--- src/rtl/jt6295_hdr_fetch_if.sv ---
`timescale 1ns/1ps
// Signal bundle for the JT6295 phrase-header fetcher: play requests from the
// command decoder, ROM arbiter slot 0, and header delivery to the sequencer.
interface jt6295_hdr_fetch_if;
    logic        start;
    logic [1:0]  start_ch;
    logic [6:0]  start_phrase;
    logic        busy;
    logic        rom_cs;
    logic [17:0] rom_addr;
    logic [7:0]  rom_data;
    logic        rom_ok;
    logic        hdr_valid;
    logic [1:0]  hdr_ch;
    logic [17:0] hdr_start;
    logic [17:0] hdr_end;
    logic        hdr_err;

    modport master (
        input  start, start_ch, start_phrase, rom_data, rom_ok,
        output busy, rom_cs, rom_addr, hdr_valid, hdr_ch, hdr_start, hdr_end, hdr_err
    );

    modport slave (
        output start, start_ch, start_phrase, rom_data, rom_ok,
        input  busy, rom_cs, rom_addr, hdr_valid, hdr_ch, hdr_start, hdr_end, hdr_err
    );
endinterface

--- src/rtl/jt6295_hdr_fetch.sv ---
`timescale 1ns/1ps
// Queues per-channel play requests and reads each phrase's 6-byte header from
// ROM slot 0, delivering 18-bit start/end addresses to the channel sequencer.
module jt6295_hdr_fetch (
    input  logic               rst,
    input  logic               clk,
    jt6295_hdr_fetch_if.master bus
);
    typedef enum logic [1:0] {IDLE, SETUP, WAIT, DONE} state_t;

    state_t      state;
    state_t      next_state;

    logic [3:0]  pending;
    logic [6:0]  phrase_q [0:3];
    logic [1:0]  pick_ch;
    logic        pick;
    logic [3:0]  set_mask;
    logic [3:0]  clr_mask;
    logic [1:0]  ch_q;
    logic        zero_q;
    logic [2:0]  cnt;
    logic [17:0] addr_q;
    logic [17:0] start_acc;
    logic [9:0]  end_acc;
    logic [17:0] end_w;
    logic [1:0]  hdr_ch_q;
    logic [17:0] hdr_start_q;
    logic [17:0] hdr_end_q;
    logic        hdr_err_q;
    logic        busy_w;
    logic        rom_cs_w;
    logic        hdr_valid_w;

    always_comb begin
        pick_ch = 2'd3;
        if (pending[0])      pick_ch = 2'd0;
        else if (pending[1]) pick_ch = 2'd1;
        else if (pending[2]) pick_ch = 2'd2;
    end

    // A start landing on the channel being picked re-arms it: set beats clear.
    assign pick     = (state == IDLE) && (pending != 4'd0);
    assign set_mask = bus.start ? (4'b0001 << bus.start_ch) : 4'b0000;
    assign clr_mask = pick ? (4'b0001 << pick_ch) : 4'b0000;
    assign end_w    = {end_acc, bus.rom_data};

    always_ff @(posedge clk or posedge rst) begin
        if (rst) state <= IDLE;
        else     state <= next_state;
    end

    // A phrase-0 request still spends one SETUP cycle, with the slot request
    // suppressed, so its error delivery lands two edges after the start.
    always_comb begin
        next_state = state;
        case (state)
            IDLE:    if (pick) next_state = SETUP;
            SETUP:   next_state = zero_q ? DONE : WAIT;
            WAIT:    if (bus.rom_ok) next_state = (cnt == 3'd5) ? DONE : SETUP;
            DONE:    next_state = IDLE;
            default: next_state = IDLE;
        endcase
    end

    always_comb begin
        busy_w      = (state != IDLE);
        rom_cs_w    = ((state == SETUP) || (state == WAIT)) && !zero_q;
        hdr_valid_w = (state == DONE);
    end

    always_ff @(posedge clk or posedge rst) begin
        if (rst) begin
            pending     <= 4'd0;
            for (int i = 0; i < 4; i++) phrase_q[i] <= 7'd0;
            ch_q        <= 2'd0;
            zero_q      <= 1'b0;
            cnt         <= 3'd0;
            addr_q      <= 18'd0;
            start_acc   <= 18'd0;
            end_acc     <= 10'd0;
            hdr_ch_q    <= 2'd0;
            hdr_start_q <= 18'd0;
            hdr_end_q   <= 18'd0;
            hdr_err_q   <= 1'b0;
        end else begin
            pending <= (pending & ~clr_mask) | set_mask;
            if (bus.start) phrase_q[bus.start_ch] <= bus.start_phrase;
            case (state)
                IDLE: begin
                    if (pick) begin
                        ch_q   <= pick_ch;
                        zero_q <= (phrase_q[pick_ch] == 7'd0);
                        cnt    <= 3'd0;
                        addr_q <= {8'd0, phrase_q[pick_ch], 3'b000};
                    end
                end
                SETUP: begin
                    if (zero_q) begin
                        hdr_ch_q    <= ch_q;
                        hdr_start_q <= 18'd0;
                        hdr_end_q   <= 18'd0;
                        hdr_err_q   <= 1'b1;
                    end
                end
                WAIT: begin
                    if (bus.rom_ok) begin
                        case (cnt)
                            3'd0:    start_acc[17:16] <= bus.rom_data[1:0];
                            3'd1:    start_acc[15:8]  <= bus.rom_data;
                            3'd2:    start_acc[7:0]   <= bus.rom_data;
                            3'd3:    end_acc[9:8]     <= bus.rom_data[1:0];
                            3'd4:    end_acc[7:0]     <= bus.rom_data;
                            default: ;
                        endcase
                        if (cnt == 3'd5) begin
                            hdr_ch_q    <= ch_q;
                            hdr_start_q <= start_acc;
                            hdr_end_q   <= end_w;
                            hdr_err_q   <= (end_w < start_acc);
                        end else begin
                            cnt    <= cnt + 3'd1;
                            addr_q <= addr_q + 18'd1;
                        end
                    end
                end
                default: ;
            endcase
        end
    end

    assign bus.busy      = busy_w;
    assign bus.rom_cs    = rom_cs_w;
    assign bus.rom_addr  = addr_q;
    assign bus.hdr_valid = hdr_valid_w;
    assign bus.hdr_ch    = hdr_ch_q;
    assign bus.hdr_start = hdr_start_q;
    assign bus.hdr_end   = hdr_end_q;
    assign bus.hdr_err   = hdr_err_q;
endmodule

--- src/flat_wrapper.sv ---
// flat-port wrapper written by rule: the top's interface ports become plain ports
module jt6295_hdr_fetch_flat 
  (rst, clk, bus_start, bus_start_ch, bus_start_phrase, bus_rom_data, bus_rom_ok, bus_busy, bus_rom_cs, bus_rom_addr, bus_hdr_valid, bus_hdr_ch, bus_hdr_start, bus_hdr_end, bus_hdr_err);
  jt6295_hdr_fetch_if bus_i ();
  input  logic rst;
  input  logic clk;
  input wire logic [$bits(bus_i.start)-1:0] bus_start;
  input wire logic [$bits(bus_i.start_ch)-1:0] bus_start_ch;
  input wire logic [$bits(bus_i.start_phrase)-1:0] bus_start_phrase;
  input wire logic [$bits(bus_i.rom_data)-1:0] bus_rom_data;
  input wire logic [$bits(bus_i.rom_ok)-1:0] bus_rom_ok;
  output wire logic [$bits(bus_i.busy)-1:0] bus_busy;
  output wire logic [$bits(bus_i.rom_cs)-1:0] bus_rom_cs;
  output wire logic [$bits(bus_i.rom_addr)-1:0] bus_rom_addr;
  output wire logic [$bits(bus_i.hdr_valid)-1:0] bus_hdr_valid;
  output wire logic [$bits(bus_i.hdr_ch)-1:0] bus_hdr_ch;
  output wire logic [$bits(bus_i.hdr_start)-1:0] bus_hdr_start;
  output wire logic [$bits(bus_i.hdr_end)-1:0] bus_hdr_end;
  output wire logic [$bits(bus_i.hdr_err)-1:0] bus_hdr_err;
  assign bus_i.start = bus_start;
  assign bus_i.start_ch = bus_start_ch;
  assign bus_i.start_phrase = bus_start_phrase;
  assign bus_i.rom_data = bus_rom_data;
  assign bus_i.rom_ok = bus_rom_ok;
  assign bus_busy = bus_i.busy;
  assign bus_rom_cs = bus_i.rom_cs;
  assign bus_rom_addr = bus_i.rom_addr;
  assign bus_hdr_valid = bus_i.hdr_valid;
  assign bus_hdr_ch = bus_i.hdr_ch;
  assign bus_hdr_start = bus_i.hdr_start;
  assign bus_hdr_end = bus_i.hdr_end;
  assign bus_hdr_err = bus_i.hdr_err;
  jt6295_hdr_fetch u_core (.rst(rst), .clk(clk), .bus(bus_i));
endmodule
--- config.mk ---
export PLATFORM = sky130hd
export DESIGN_NAME = jt6295_hdr_fetch_flat
export DESIGN_NICKNAME = d
export VERILOG_FILES = /design/src/rtl/jt6295_hdr_fetch_if.sv /design/src/rtl/jt6295_hdr_fetch.sv /design/src/flat_wrapper.sv
export SDC_FILE = /design/constraint.sdc
export NUM_CORES = 1
export LEC_CHECK = 0
export CAP_MARGIN = 20
export CELL_PAD_IN_SITES_DETAIL_PLACEMENT = 0
export CELL_PAD_IN_SITES_GLOBAL_PLACEMENT = 1
export CORE_UTILIZATION = 45
export CTS_BUF_LIST = sky130_fd_sc_hd__clkbuf_8
export CTS_CLUSTER_SIZE = 40
export DETAILED_ROUTE_END_ITERATION = 6
export PLACE_DENSITY_LB_ADDON = 0.1
export REMOVE_ABC_BUFFERS = 1
export SLEW_MARGIN = 30
export SYNTH_ARGS = -nofsm -noshare
export SYNTH_HDL_FRONTEND = slang
export SYNTH_SLANG_ARGS = --single-unit
--- constraint.sdc ---
create_clock -name clk -period 6.6 [get_ports clk]
set_clock_uncertainty 0.05 [all_clocks]
set_input_delay 1.98 -clock clk [delete_from_list [all_inputs] [get_ports clk]]
set_output_delay 1.98 -clock clk [all_outputs]
set_load 0.01 [all_outputs]
==> results of run 1 <==
logic make-up after synthesis:
logic type                 share of synthesized area
AOI/OAI and AO/OA                              0.156
DFF                                            0.530
and+or+nand+nor                               0.0884
muxes                                          0.128
buffers and inverters                         0.0384
adders and majority gates                     0.0594
metal layers:
| metal | wire [microns] | vias up | global-route usage |
|---|---|---|---|
| met5 | 0 | - | 0 |
| met4 | 168 | 0 | 0.0846 |
| met3 | 494 | 14 | 0.0488 |
| met2 | 6250 | 79 | 0.335 |
| met1 | 5730 | 2096 | 0.268 |
| li1 | - | 1998 | - |
path summary, 6_finish.rpt:
kind | cells after the start | to | slack [ns]
setup / recovery | 4 | bus_rom_cs | 2.52
hold / removal | 2 | u_core.ch_q[1] | 0.44
setup reg to reg | 6 | u_core.bus.rom_addr[4] | 3.81
hold reg to reg | 2 | u_core.ch_q[1] | 0.44
max in group asynchronous | 3 | u_core.bus.rom_addr[11] | 3.84
min in group asynchronous | 3 | u_core.bus.hdr_end[3] | 2.05
cells in the final DEF, fill, tap and decap left out, types with 4 or more instances in the layout:
| master | synthesis | final |
|---|---|---|
| a21o_1 | 4 | 4 |
| a21oi_1 | 27 | 27 |
| a22o_1 | 39 | 39 |
| a31oi_1 | 5 | 5 |
| buf_4 | 2 | 5 |
| bufinv_16 | 0 | 6 |
| clkbuf_8 | 0 | 19 |
| clkdlybuf4s50_1 | 0 | 80 |
| clkinv_2 | 0 | 4 |
| dfrtp_1 | 125 | 125 |
| ha_1 | 28 | 28 |
| inv_1 | 29 | 29 |
| mux2_2 | 60 | 60 |
| mux2i_1 | 8 | 8 |
| nand2_1 | 34 | 34 |
| nand2b_1 | 4 | 4 |
| nand3_1 | 13 | 13 |
| nand4_1 | 10 | 10 |
| nor2_1 | 10 | 9 |
| nor2b_1 | 5 | 4 |
| nor3_1 | 4 | 4 |
| o21ai_0 | 28 | 28 |
registers in the layout (all words and copies together) (netlist names):
| signal | flops |
|---|---|
| u_core.bus.hdr_err | 1 |
| u_core.ch_q | 2 |
| u_core.pending | 4 |
| u_core.start_acc | 18 |
| u_core.cnt | 3 |
| u_core.phrase_q | 28 |
| u_core.bus.rom_addr | 18 |
| u_core.end_acc | 10 |
| u_core.bus.hdr_start | 18 |
| u_core.state | 2 |
| u_core.bus.hdr_end | 18 |
| u_core.zero_q | 1 |
| u_core.bus.hdr_ch | 2 |
power by group through the flow:
stage	Combinational, mW	Sequential [mW]	Clock (mW)
global route	1.00	1.14	0.856
floorplan	0.590	1.08	0
CTS	0.907	1.11	0.824
finish	0.890	1.11	0.803
detailed placement	0.900	1.12	0
global placement	0.885	1.11	0
worst max-delay path, cell delays in order, from the launching register on:
cell	delay [ns]
dfrtp_1	0.42
inv_1	0.12
ha_1	0.29
nor2b_1	0.20
clkdlybuf4s50_1	0.59
per-stage QoR:
step | cell area (sq um) | cells | hold WS, ns | total power [mW]
after floorplan | 5780 | 479 | 0.393 | 1.67
after global routing | 7330 | 768 | 0.467 | 3.00
after global placement | 6840 | 736 | 0.414 | 2.00
after CTS | 7330 | 768 | 0.444 | 2.84
after detailed placement | 6850 | 736 | 0.425 | 2.02
final | 7330 | 768 | 0.435 | 2.80
cell type report:
type	count	area, sq um
Inverter	29	111
Tap cell	172	215
Timing Repair Buffer	85	838
Clock inverter	13	219
Fill cell	1172	5390
Sequential cell	125	3130
Multi-Input combinational cell	325	2560
Clock buffer	19	262
==> results.toml, run 1 <==
[route]
first_iter_violations = 209
wl_per_cell_microns = 16.5
drt-total-wl_microns = 12600
num_vias = 4187
drtAntennaViolNets = 0
first_pass_iters = 4
drcViolationCount = 0
via_per_inst = 5.45

[clocking]
cts_resized = 0
cts_inserted_buffers = 17
root_buffer = "clkbuf_8"
postCtsHoldBufs = 0
cts.sinks = 125
insertion_delay_ns = 0.45
htreeDepth = 4
clockBufferDepth = 2
cts_setup_buffers = 0
cts_tree = "built"
clkTransAtPathRegs_ns = 0.07

[power_and_ir_drop]
seqPwrFrac = 0.396
clock_power_share = 0.287
p_int_mw = 1.83
power.density_nw_per_um2 = 382
p_leak_nw = 3.29
vdd.ir_drop.worst_mv = 0.180
swShare = 0.346
combPwrFrac = 0.318
power.switching_mw = 0.969

[die]
initial_core_util = 0.464
rows = 41
core-area_sq_um = 12700
die_w_microns = 117
die_h_microns = 117
die_area_sq_um = 13600
ioPinCount = 81

[synth]
ys_top_cells_by_area = "dfrtp_1 53%, mux2_2 11%, ha_1 5.9%, a22o_1 5.8%, o21ai_0 2.4%"
synth_top_area_frac = 0.530
yosysWarnings = 0
synth_edf_count = 0
yosysUniqueCellTypes = 54
syn_avg_cell_area_sq_um = 11.8
ys_top_cells_by_count = "125 x dfrtp_1, 60 x mux2_2, 39 x a22o_1"
synth_most_common_cell = "dfrtp_1"
synth_ff_type = "dfrtp_1"
synth_area_leader_cell = "dfrtp_1"
synthCells = 500
syn-cell-area_sq_um = 5900
synth_seq_area_share = 0.530
async_flop_share = 1.00
synth_seq_cells = 125

[timing]
maxSlewHeadroom = 0.423
fin_crit_sh = 0.618
setup_viol = 0
max_freq_ghz = 0.245
worstMarginPinSlew_ns = 0.866
period_minus_slack_ns = 4.08
tns_ns = 0
fin_ws_ns = 2.52
final_max_slew_viol_count = 0
rsz0062_at_grt = "false"
hold_viol_final = 0

[layout]
finalNetCount = 632
antennaDiodeCount = 0
utilization = 0.576
drive_above_1_share = 0.188
area_growth_pct = 24.3

[worst_hold_path]
min_from = "u_core.ch_q[1]"
hold_path_class = "register to register"

[grt]
grt_max_degree = 67
antenna_found_initial = 0
grt_pass1_vias = 4062
grt_remaining_overflow = 0
grt_use_total = 0.207
grt_pass1_wl_microns = 20900

[outcome]
outcome = "finished, final reports clean"

[placement]
port_buffers = 80
dpl.hpwl_microns = 8550
place.gp.congestion = 0.769
post-place-ws_ns = 2.38

[critical_path]
critical_path.startpoint = "u_core.state[0]"
reg2reg_from = "u_core.state[0]"
cp_max_fo = 5
required_ns = 4.57
crit_type = "register to primary output"
startpoint_type = "register"
worstSetupEndpointType = "primary output"
arrival_ns = 2.05

[job]
cap_violations = 0
No activity file was read; power rests on OpenSTA's default activity.
==> run 2, diff against run 1 <==
Clock period 6.6 ns to 3.83 ns, I/O delays scaled along.
==> results.toml, run 2 (same netlist as run 1, synthesis figures left out) <==
[outcome]
outcome = "finished, final reports clean"

[clocking]
htreeDepth = 4
cts_tree = "built"
cts_resized = 0
postCtsHoldBufs = 0
cts_setup_buffers = 0
cts.sinks = 125
cts_inserted_buffers = 17
clockBufferDepth = 2
root_buffer = "clkbuf_8"
clkTransAtPathRegs_ns = 0.07
insertion_delay_ns = 0.45

[critical_path]
crit_type = "register to primary output"
cp_max_fo = 5
startpoint_type = "register"
reg2reg_from = "u_core.state[0]"
required_ns = 2.63
reg2reg_to = "u_core.bus.rom_addr[4]"
arrival_ns = 2.06
r2r_cells = 6
r2r_setup_slack_ns = 1.13
cp_top_family = "buffers and inverters"
slowest_stage = "clkdlybuf4s50_1"
worstSetupEndpointType = "primary output"
slowest_delay_ns = 0.58
cp_num_cells = 4
cp.buffers_inverters = 2
path_cells = "inv_1 > ha_1 > nor2b_1 > clkdlybuf4s50_1"
critical_path.startpoint = "u_core.state[0]"

[grt]
grt_max_degree = 63
grt_pass1_wl_microns = 21300
antenna_found_initial = 0
grt_pass1_vias = 4242
grt_use_total = 0.210
grt_remaining_overflow = 0

[route]
drt-total-wl_microns = 12900
first_pass_iters = 5
drcViolationCount = 0
via_per_inst = 5.52
first_iter_violations = 258
drtAntennaViolNets = 0
wl_per_cell_microns = 16.8
num_vias = 4243

[worst_hold_path]
hold_path_class = "register to register"
min_to = "u_core.ch_q[1]"
min_from = "u_core.ch_q[1]"
hold_path_depth = 2

[timing]
worstMarginPinSlew_ns = 0.790
fin_crit_sh = 0.851
setup_viol = 0
rsz0062_at_grt = "false"
maxSlewHeadroom = 0.473
holdWs_ns = 0.436
max_freq_ghz = 0.307
tns_ns = 0
period_minus_slack_ns = 3.26
final_max_slew_viol_count = 0
hold_viol_final = 0

[layout]
finalNetCount = 633
largest_reg_flops = 28
design_area_sq_um = 7270
area_growth_pct = 23.3
regArea_sq_um = 3130
multi_input_area_sq_um = 2560
fill_cells = 1183
antennaDiodeCount = 0
final_common_cell = "dfrtp_1"
mostFrequentLayoutCells = "125 x dfrtp_1, 80 x clkdlybuf4s50_1, 60 x mux2_2"
regMostFlops = "u_core.phrase_q"
drive_above_1_share = 0.181

[die]
rows = 41
initial_core_util = 0.464
core-area_sq_um = 12700
die_h_microns = 117
die_area_sq_um = 13600
die_w_microns = 117
ioPinCount = 81

[placement]
place.gp.congestion = 0.797
dpl.hpwl_microns = 8880
port_buffers = 80
postPlaceCellArea_sq_um = 6860

[power_and_ir_drop]
combPwrFrac = 0.334
clock_power_share = 0.254
power.density_nw_per_um2 = 638
swShare = 0.358
vdd.ir_drop.worst_mv = 0.457
p_leak_nw = 3.28
seqPwrFrac = 0.412
p_int_mw = 2.98
power.switching_mw = 1.66

[job]
cap_violations = 0
run 2: cell count changes in the layout (fill, tap and decap cells not counted):
cell and change:
inv_1 +4, bufinv_16 -3, clkinvlp_4 -2, buf_12 +1, clkbuf_8 +1, nor2b_1 +1
nor2b_2 -1
run 2: layer usage:
layer / vias up / share of wire / global-route usage
met3: 23 / 0.039 / 0.0566
met1: 2110 / 0.45 / 0.258
met4: 0 / 0.017 / 0.0769
met2: 98 / 0.50 / 0.355
li1: 2012 / - / -
met5: - / 0 / 0
run 2: cell type report:
cell class / count / share of cell area
clock inverters: 12 / 0.0177
flip-flops and latches: 125 / 0.430
well taps: 172 / 0.0296
repair buffers: 86 / 0.118
clock buffers: 20 / 0.0378
inverters: 29 / 0.0153
multi-input cells: 325 / 0.352
run 2: worst max-delay path by stage:
stage	endpoint	slack, ns
4_1_cts	bus_rom_cs	0.55
3_3_place_gp	u_core.bus.rom_addr[4]	0.84
2_1_floorplan	u_core.bus.hdr_ch[0]	-0.70
5_1_grt	bus_rom_cs	0.46
3_5_place_dp	u_core.bus.rom_addr[4]	0.81
6_report	bus_rom_cs	0.57
run 2: through the flow:
stage / worst slack [ns] / power (mW) / std cells / utilization
4_1_cts: 0.546 / 4.69 / 769 / 0.571
3_5_place_dp: 0.809 / 3.49 / 737 / 0.539
3_3_place_gp: 0.842 / 3.45 / 737 / 0.539
5_1_grt: 0.460 / 4.97 / 769 / 0.572
2_1_floorplan: -0.697 / 2.88 / 479 / -
6_report: 0.572 / 4.64 / 769 / 0.572
run 2: worst reg2reg max path: stages, from the launching register on:
cell and delay, ns:
dfrtp_1 0.43, inv_1 0.14, ha_1 0.22, or4b_4 0.52
o21ai_2 0.64, nor2_1 0.22, a221o_1 0.37
run 2: power groups by stage:
| stage | combinational [mW] | sequential (mW) | clock, mW |
|---|---|---|---|
| 6_report | 1.55 | 1.91 | 1.18 |
| 4_1_cts | 1.58 | 1.91 | 1.21 |
| 2_1_floorplan | 1.02 | 1.86 | 0 |
| 5_1_grt | 1.74 | 1.95 | 1.27 |
| 3_3_place_gp | 1.53 | 1.92 | 0 |
| 3_5_place_dp | 1.56 | 1.93 | 0 |
==> run 3, diff against run 2 <==
--- a/config.mk
+++ b/config.mk
@@ -10,4 +10,3 @@
 export CELL_PAD_IN_SITES_GLOBAL_PLACEMENT = 1
-export CORE_UTILIZATION = 45
-export CTS_BUF_LIST = sky130_fd_sc_hd__clkbuf_8
+export CORE_UTILIZATION = 44
 export CTS_CLUSTER_SIZE = 40
--- a/constraint.sdc
+++ b/constraint.sdc
@@ -4,2 +4,2 @@
 set_output_delay 1.149 -clock clk [all_outputs]
-set_load 0.01 [all_outputs]
+set_load 0.02 [all_outputs]
==> results.toml, run 3 (same netlist as run 1, synthesis figures left out) <==
[route]
drt-total-wl_microns = 13000
first_iter_violations = 243
drtAntennaViolNets = 0
wl_per_cell_microns = 16.9
drcViolationCount = 0
via_per_inst = 5.48
num_vias = 4228
first_pass_iters = 4

[critical_path]
required_ns = 2.63
cp_top_family = "buffers and inverters"
cp_max_fo = 5
path_cells = "inv_1 > ha_1 > nor2b_1 > clkdlybuf4s50_1"
r2r_cells = 6
r2r_setup_slack_ns = 1.11
crit_type = "register to primary output"
arrival_ns = 2.13
startpoint_type = "register"
cp.buffers_inverters = 2
slowest_stage = "clkdlybuf4s50_1"
reg2reg_from = "u_core.state[0]"
reg2reg_to = "u_core.bus.rom_addr[4]"
worstSetupEndpointType = "primary output"
slowest_delay_ns = 0.65

[worst_hold_path]
hold_path_depth = 2
min_from = "u_core.ch_q[1]"
min_to = "u_core.ch_q[1]"
hold_path_class = "register to register"

[layout]
mostFrequentLayoutCells = "125 x dfrtp_1, 80 x clkdlybuf4s50_1, 60 x mux2_2"
final_common_cell = "dfrtp_1"
regArea_sq_um = 3130
multi_input_area_sq_um = 2550
largest_reg_flops = 28
fill_cells = 1102
regMostFlops = "u_core.phrase_q"
finalNetCount = 635
drive_above_1_share = 0.184
finalNonFillerCells = 771
utilization = 0.585
area_growth_pct = 27.2
antennaDiodeCount = 0

[grt]
grt_pass1_wl_microns = 22300
grt_remaining_overflow = 0
grt_max_degree = 48
grt_pass1_vias = 4414
antenna_found_initial = 0
grt_use_total = 0.204

[clocking]
cts_resized = 0
cts_tree = "built"
postCtsHoldBufs = 0
htreeDepth = 4
clockBufferDepth = 2
cts_inserted_buffers = 17
insertion_delay_ns = 0.41
root_buffer = "clkbuf_16"
cts_setup_buffers = 0
clkTransAtPathRegs_ns = 0.05
cts.sinks = 125

[timing]
rsz0062_at_grt = "false"
max_freq_ghz = 0.301
worstMarginPinSlew_ns = 0.849
hold_viol_final = 0
fin_crit_sh = 0.868
period_minus_slack_ns = 3.32
setup_viol = 0
maxSlewHeadroom = 0.431
final_max_slew_viol_count = 0

[die]
initial_core_util = 0.460
rows = 41
ioPinCount = 81
die_h_microns = 118
core-area_sq_um = 12800
die_w_microns = 118
die_area_sq_um = 13900

[placement]
dpl.hpwl_microns = 8800
port_buffers = 80
place.gp.congestion = 0.782
dp_cells = 739

[power_and_ir_drop]
p_leak_nw = 3.37
seqPwrFrac = 0.368
swShare = 0.341
p_int_mw = 3.41
finalPower_mw = 5.17
clock_power_share = 0.320
combPwrFrac = 0.311
power.density_nw_per_um2 = 689
power.switching_mw = 1.76
vdd.ir_drop.worst_mv = 0.476

[outcome]
outcome = "finished, final reports clean"

[job]
cap_violations = 0
-- run 3: how the worst max path moves through the flow --
stage	from	to	slack (ns)	cells after the start
global route	u_core.state[0]	bus_rom_cs	0.37	4
floorplan	rst	u_core.bus.hdr_ch[0]	-0.70	1
finish	u_core.state[0]	bus_rom_cs	0.51	4
global placement	bus_rom_ok	u_core.bus.hdr_err	0.77	6
detailed placement	bus_rom_ok	u_core.bus.rom_addr[12]	0.65	7
CTS	u_core.state[0]	bus_rom_cs	0.49	4
-- run 3: per-stage QoR --
stage               hold slack (ns)  TNS (ns)  setup slack, ns  instance area [sq um]
finish                        0.430         0            0.506                   7500
global route                  0.461         0            0.372                   7500
CTS                           0.437         0            0.487                   7500
detailed placement            0.424         0            0.651                   6890
global placement              0.413         0            0.770                   6890
floorplan                     0.393    -87.07           -0.697                   5780
-- run 3: worst min-delay path, delay by kind of cell (launching register included) --
| kind | cells | cell delay (ns) |
|---|---|---|
| DFF | 1 | 0.34 |
| and+or+nand+nor | 2 | 0.11 |
-- run 3: power by group through the flow --
stage          clock network, mW  logic (mW)  registers [mW]
5_1_grt                     1.74        1.81            1.96
3_3_place_gp                   0        1.59            1.92
4_1_cts                     1.69        1.64            1.91
6_report                    1.66        1.61            1.90
2_1_floorplan                  0        1.04            1.90
3_5_place_dp                   0        1.62            1.93
-- run 3: area by class of cell --
class	instances	area share
Clock buffer	26	0.0679
Clock inverter	6	0.0140
Inverter	29	0.0148
Multi-Input combinational cell	325	0.340
Sequential cell	125	0.417
Tap cell	172	0.0287
Timing Repair Buffer	88	0.118
-- run 3: metal layers --
metal  wire (microns)  vias to the layer above  GRT usage
met2             6330                       98      0.329
met1             5900                     2102      0.260
li1                 -                     2011          -
met4              231                        0     0.0897
met3              533                       17     0.0494
met5                0                        -          0
